`config.mk`:
```
export PLATFORM = sky130hd
export DESIGN_NAME = panda_quadin
export DESIGN_NICKNAME = d
export VERILOG_FILES = /design/src/rtl/panda_quadin_pkg.sv /design/src/rtl/panda_quadin_filter.sv /design/src/rtl/panda_quadin.sv
export SDC_FILE = /design/constraint.sdc
export NUM_CORES = 1
export LEC_CHECK = 0
export BUFFER_PORTS_ARGS = -buffer_cell sky130_fd_sc_hd__buf_2
export CORE_UTILIZATION = 47
export CTS_CLUSTER_SIZE = 10
export DETAILED_ROUTE_END_ITERATION = 8
export GPL_ROUTABILITY_DRIVEN = 0
export GPL_TIMING_DRIVEN = 0
export MAX_ROUTING_LAYER = met4
export PLACE_DENSITY = 0.68
export RECOVER_POWER = 25
export SYNTH_ARGS = -nofsm -noshare
export SYNTH_HDL_FRONTEND = slang
export SYNTH_SLANG_ARGS = --single-unit
```
`constraint.sdc`:
```
create_clock -name clk_i -period 5.25 [get_ports clk_i]
set_input_delay 1.3125 -clock clk_i [delete_from_list [all_inputs] [get_ports clk_i]]
set_output_delay 1.3125 -clock clk_i [all_outputs]
set_load 0.005 [all_outputs]
```
`src/rtl/panda_quadin_pkg.sv`:
```
// panda_quadin_pkg: shared quadrature encodings and direction decode for the
// encoder input stage.
`timescale 1ns/1ps
package panda_quadin_pkg;

   // Filtered {A,B} quadrature state.
   typedef enum logic [1:0] {
      Q00 = 2'b00,
      Q01 = 2'b01,
      Q10 = 2'b10,
      Q11 = 2'b11
   } qstate_t;

   // Result of comparing two consecutive quadrature states.
   typedef enum logic [1:0] {
      DIR_NONE = 2'b00,
      DIR_FWD  = 2'b01,
      DIR_REV  = 2'b10,
      DIR_ILL  = 2'b11
   } dir_t;

   localparam int POSN_W = 32;

   localparam logic signed [POSN_W-1:0] STEP_FWD = 32'sd1;
   localparam logic signed [POSN_W-1:0] STEP_REV = -32'sd1;

   // Forward order is 00 -> 10 -> 11 -> 01 -> 00; the inverse order is reverse.
   // Both bits changing at once cannot be attributed to a direction.
   function automatic dir_t quad_dir(input qstate_t prev, input qstate_t cur);
      dir_t d;
      d = DIR_NONE;
      if (prev != cur) begin
         if ((prev ^ cur) == 2'b11) begin
            d = DIR_ILL;
         end else begin
            case (prev)
               Q00:     d = (cur == Q10) ? DIR_FWD : DIR_REV;
               Q10:     d = (cur == Q11) ? DIR_FWD : DIR_REV;
               Q11:     d = (cur == Q01) ? DIR_FWD : DIR_REV;
               default: d = (cur == Q00) ? DIR_FWD : DIR_REV;
            endcase
         end
      end
      return d;
   endfunction

endpackage

```
`src/rtl/panda_quadin_filter.sv`:
```
// panda_quadin_filter: two-flop synchroniser followed by a glitch filter that
// accepts a level change only after FILTER_LEN consecutive differing samples.
`timescale 1ns/1ps
module panda_quadin_filter
   import panda_quadin_pkg::*;
#(
   parameter int FILTER_LEN = 4
) (
   input  logic clk_i,
   input  logic reset_i,
   input  logic raw_i,
   input  logic prime_i,
   output logic sync_o,
   output logic flt_o
);

   localparam int CNT_W = 8;
   localparam logic [CNT_W-1:0] CNT_LAST = CNT_W'(FILTER_LEN - 1);

   logic             sync_p0;
   logic             sync_p1;
   logic             flt_q;
   logic [CNT_W-1:0] cnt_q;

   // Synchroniser is left unreset so it keeps tracking the pin during reset;
   // priming then sees the true pin level on the first cycle after release.
   always_ff @(posedge clk_i) begin
      sync_p0 <= raw_i;
      sync_p1 <= sync_p0;
   end

   // Glitch filter: count consecutive disagreeing samples, flip on the last one.
   always_ff @(posedge clk_i or posedge reset_i) begin
      if (reset_i) begin
         flt_q <= 1'b0;
         cnt_q <= '0;
      end else if (prime_i) begin
         flt_q <= sync_p1;
         cnt_q <= '0;
      end else if (sync_p1 == flt_q) begin
         cnt_q <= '0;
      end else if (cnt_q == CNT_LAST) begin
         flt_q <= sync_p1;
         cnt_q <= '0;
      end else begin
         cnt_q <= cnt_q + 1'b1;
      end
   end

   assign sync_o = sync_p1;
   assign flt_o  = flt_q;

endmodule

```
`src/rtl/panda_quadin.sv`:
```
// panda_quadin: quadrature encoder input stage. Filters A/B/Z, decodes x4
// quadrature into a signed 32-bit position with preset load, optional Z
// index reset and a sticky illegal-transition flag.
`timescale 1ns/1ps
module panda_quadin
   import panda_quadin_pkg::*;
#(
   parameter int FILTER_LEN = 4
) (
   input  logic        clk_i,
   input  logic        reset_i,
   input  logic        a_i,
   input  logic        b_i,
   input  logic        z_i,
   input  logic [31:0] SETP,
   input  logic        SETP_WSTB,
   input  logic        RST_ON_Z,
   output logic [31:0] posn_o,
   output logic        err_o
);

   logic                     a_sync, b_sync, z_sync;
   logic                     a_flt, b_flt, z_flt;
   logic                     primed_q;
   logic                     prime;
   qstate_t                  state;
   qstate_t                  prev_q;
   logic                     z_prev_q;
   dir_t                     dir;
   logic                     z_rise;
   logic signed [POSN_W-1:0] posn_q;
   logic signed [POSN_W-1:0] posn_d;
   logic                     err_q;
   logic                     err_d;

   assign prime = ~primed_q;

   panda_quadin_filter #(.FILTER_LEN(FILTER_LEN)) u_flt_a (
      .clk_i   (clk_i),
      .reset_i (reset_i),
      .raw_i   (a_i),
      .prime_i (prime),
      .sync_o  (a_sync),
      .flt_o   (a_flt)
   );

   panda_quadin_filter #(.FILTER_LEN(FILTER_LEN)) u_flt_b (
      .clk_i   (clk_i),
      .reset_i (reset_i),
      .raw_i   (b_i),
      .prime_i (prime),
      .sync_o  (b_sync),
      .flt_o   (b_flt)
   );

   panda_quadin_filter #(.FILTER_LEN(FILTER_LEN)) u_flt_z (
      .clk_i   (clk_i),
      .reset_i (reset_i),
      .raw_i   (z_i),
      .prime_i (prime),
      .sync_o  (z_sync),
      .flt_o   (z_flt)
   );

   assign state = qstate_t'({a_flt, b_flt});

   // Priming and previous-state tracking; the first cycle after reset loads
   // the synchronised levels so no count or error is generated.
   always_ff @(posedge clk_i or posedge reset_i) begin
      if (reset_i) begin
         primed_q <= 1'b0;
         prev_q   <= Q00;
         z_prev_q <= 1'b0;
      end else if (!primed_q) begin
         primed_q <= 1'b1;
         prev_q   <= qstate_t'({a_sync, b_sync});
         z_prev_q <= z_sync;
      end else begin
         prev_q   <= state;
         z_prev_q <= z_flt;
      end
   end

   // Next position/error: preset beats Z reset beats quadrature count.
   always_comb begin
      posn_d = posn_q;
      err_d  = err_q;
      dir    = primed_q ? quad_dir(prev_q, state) : DIR_NONE;
      z_rise = primed_q & z_flt & ~z_prev_q;
      if (SETP_WSTB) begin
         posn_d = $signed(SETP);
         err_d  = 1'b0;
      end else begin
         if (dir == DIR_ILL) begin
            err_d = 1'b1;
         end
         if (z_rise && RST_ON_Z) begin
            posn_d = '0;
         end else begin
            case (dir)
               DIR_FWD: posn_d = posn_q + STEP_FWD;
               DIR_REV: posn_d = posn_q + STEP_REV;
               default: posn_d = posn_q;
            endcase
         end
      end
   end

   // Position and sticky error registers.
   always_ff @(posedge clk_i or posedge reset_i) begin
      if (reset_i) begin
         posn_q <= '0;
         err_q  <= 1'b0;
      end else begin
         posn_q <= posn_d;
         err_q  <= err_d;
      end
   end

   assign posn_o = posn_q;
   assign err_o  = err_q;

endmodule

```
==> metrics.csv <==
stage,metric,value,unit
layout,layout cell share with drive strength beyond 1,0.1857,
synthesis,syn avg cell area,9.027,um2
sta,Final Hold Violating Endpoints,0,
clock_tree,TritonCTS Buffers,9,
synthesis,"Seq/Total Area, Yosys",0.3822,
detailed_routing,wire length per cell,15.18,um
worst_setup_path,R2R Path Start,primed_q$_DFF_PP0_,
synthesis,Synth area leaders,"dfrtp_1, ha_1, a21oi_1",
synthesis,"FF+latch count, synth",70,
synthesis,Yosys top cell by area,dfrtp_1,
die,Initial Utilization,0.4875,
global_routing,vias in the first global route,3833,
detailed_routing,initial drt markers,161,
die,Placeable Area,9240,um2
clock_tree,CTS tree,done,
clock_tree,post-cts resize count,0,
worst_setup_path,critical path peak fanout,32,
clock_tree,Worst-path clk slew,90,ps
min_path,hold endpoint,u_flt_a.sync_o$_DFF_P_,
min_path,hold path cells,0,
detailed_routing,Routed Wire Length,10.90,mm
worst_setup_path,required time worst endpoint,5490,ps
job,total of max-cap violations,0,
min_path,HP Class,reg -> reg,
sta,share of the clock period used by the worst path,0.8842,
global_routing,grt ovf,0,
die,Die X,99.90,um
layout,layout filler cell count,863,
synthesis,YS warnings,0,
clock_tree,clk_lat worst skew,350,ps
worst_setup_path,Worst Setup Start Kind,flop,
layout,Util after Layout,0.5754,
place,pre-CTS setup slack,598.6,ps
sta,final slew viol count,0,
worst_setup_path,worst-case reg-to-reg path depth,13,
sta,f_max,215.4,MHz
sta,clk_skew,13.60,ps
synthesis,ys async rst share,0.9143,
sta,Least-Margin Pin Slew,1178,ps
detailed_routing,Vias/cell,5.499,
global_routing,largest net degree at the start of global routing,37,
worst_setup_path,Reg-to-Reg End,posn_o[30]$_DFFE_PP0P_,
synthesis,Post-synth top cells,"dfrtp_1, a21oi_1, nor2_1",
synthesis,most common cell in the netlist,dfrtp_1,
detailed_routing,Pre-antenna DRT Iters,4,
place,"Cell Area, Placed",5041,um2
detailed_routing,final routed DRC violation total,0,
worst_setup_path,Setup crit end kind,flop,
global_routing,all-layer global routing usage,0.2408,
sta,Setup WS post-layout,608.1,ps
synthesis,"Top FF cell, synth",dfrtp_1,
clock_tree,postcts setup bufs,0,
global_routing,global-route wire length before repair,18.22,mm
sta,Slew HR,0.2138,
min_path,hold_sp,u_flt_a.sync_p0$_DFF_P_,
synthesis,number of synthesized flops with an enable pin,0,
synthesis,Mapped Cells,499,
synthesis,synth unique cells,59,
sta,post-route setup TNS,0,ps
layout,Area growth syn-to-layout,18.03,%
die,Die Ht,99.90,um
worst_setup_path,setup slack of the most critical reg-to-reg path,610,ps
worst_setup_path,CP Class,reg -> reg,
sta,RSZ-0062 raised after global routing,no,
layout,# nets final,655,
status,status,completed,
power,maximum VDD drop,257.4,uV
detailed_routing,Antenna Nets Post-Route,0,
synthesis,syn_nets,572,
clock_tree,number of clock sinks,70,
place,Detail Placement HPWL,7.955,mm
layout,fin area,5316,um2
sta,Final Critical Period,4642,ps
place,IO buf count,71,
global_routing,initial antenna violation count,2,
die,# rows,35,
sta,setup violators final,0,
synthesis,Post-Syn Area,4504,um2
worst_setup_path,"Arr. time, crit path",4880,ps
power,leakage power total,2.555,nW
clock_tree,Root Driver,clkbuf_8,
clock_tree,CTS Buffer Depth,2,
synthesis,Yosys top cell area share,0.3556,
clock_tree,H-tree Lvls,3,
detailed_routing,vias,3948,
die,Ports,72,
die,Die ar.,9979,um2
clock_tree,post-cts hold buffer count,0,
power,Power Density,371.8,nW/um2
==> flip-flops by register name, summed over array words and instances (netlist names) <==
| register | cells |
|---|---|
| u_flt_b.sync_o | 1 |
| u_flt_a.cnt_q | 8 |
| u_flt_b.cnt_q | 8 |
| u_flt_z.sync_p0 | 1 |
| z_prev_q | 1 |
| u_flt_a.flt_o | 1 |
| prev_q | 2 |
| err_o | 1 |
| u_flt_a.sync_p0 | 1 |
| u_flt_z.cnt_q | 8 |
| u_flt_b.flt_o | 1 |
| u_flt_b.sync_p0 | 1 |
| primed_q | 1 |
| u_flt_a.sync_o | 1 |
| u_flt_z.flt_o | 1 |
| u_flt_z.sync_o | 1 |
| posn_o | 32 |
==> critical path: stages, from the launching register on <==
cell and delay, ps:
dfrtp_1 360, clkbuf_1 400, nand3_1 370, inv_1 960, ha_1 470, a21oi_1 150
o21ai_1 110, a221o_1 390, a221o_1 330, or2_1 230, a41o_1 280, o31ai_2 210
xor2_1 170, o21ai_1 70
==> layout by cell type (no fill, tap or decap), drive strengths merged, types with 15 or more instances in the layout <==
cell / count
o21ai: 34
nand2: 39
inv: 15
clkbuf: 23
nand3: 25
ha: 33
dfrtp: 64
buf: 75
xnor2: 26
nor2: 54
a21oi: 56
xor2: 27
==> report_power, final <==
| group | internal [W] | switching (W) |
|---|---|---|
| combinational | 0.000305 | 0.000405 |
| clock | 0.000366 | 0.000230 |
| sequential | 0.000606 | 0.0000642 |
| total | 0.00128 | 0.000700 |
==> metal layers <==
layer / GRT usage / routed length [um] / vias up
met5: - / 0 / -
met4: 0.1018 / 268 / 0
met3: 0.04875 / 517 / 26
met2: 0.3894 / 5252 / 93
met1: 0.2938 / 4862 / 1877
li1: - / - / 1952
==> area by class of cell <==
cell class	instances	area [um2]	area share
multi-input combinational	397	2653	0.4989
sequential	70	1722	0.3238
timing repair buffer	72	375.4	0.07060
inverter	15	56.30	0.01059
clock inverter	7	146.4	0.02754
buffer	17	73.82	0.01389
tap	129	161.4	0.03036
antenna	2	5.005	0.0009414
clock buffer	9	123.9	0.02330
==> logic make-up (layout without fill, tap and decap cells) <==
kind of cell,count (synthesis),in the layout,synth area share
AOI/OAI and AO/OA,151,151,0.2156
other,1,3,0.0008325
buffers and inverters,32,120,0.02889
DFF,70,70,0.3822
xor gates and xnor gates,53,53,0.1031
adders and majority gates,34,34,0.09611
and+or+nand+nor,152,152,0.1583
muxes,6,6,0.01500
==> through the flow <==
step                      hold slack [ps]  instances  total power (W)
after floorplan                     309.6        499         0.001187
after global placement              309.7        699         0.001364
after detailed placement            316.4        700         0.001385
after CTS                           334.9        716         0.001988
after global routing                340.0        718         0.002105
final                               331.1        718         0.001976
==> worst max-delay path by stage <==
stage                                  start                     end  slack (ps)  depth (start not counted)
final                     primed_q$_DFF_PP0_  posn_o[30]$_DFFE_PP0P_         610                         13
after global routing      primed_q$_DFF_PP0_  posn_o[30]$_DFFE_PP0P_         190                         13
after CTS                 primed_q$_DFF_PP0_  posn_o[30]$_DFFE_PP0P_         580                         13
after detailed placement  primed_q$_DFF_PP0_  posn_o[30]$_DFFE_PP0P_         600                         13
after global placement    primed_q$_DFF_PP0_  posn_o[30]$_DFFE_PP0P_         700                         13
after floorplan           primed_q$_DFF_PP0_  posn_o[30]$_DFFE_PP0P_        1480                         13
No activity file was read; power rests on OpenSTA's default activity.
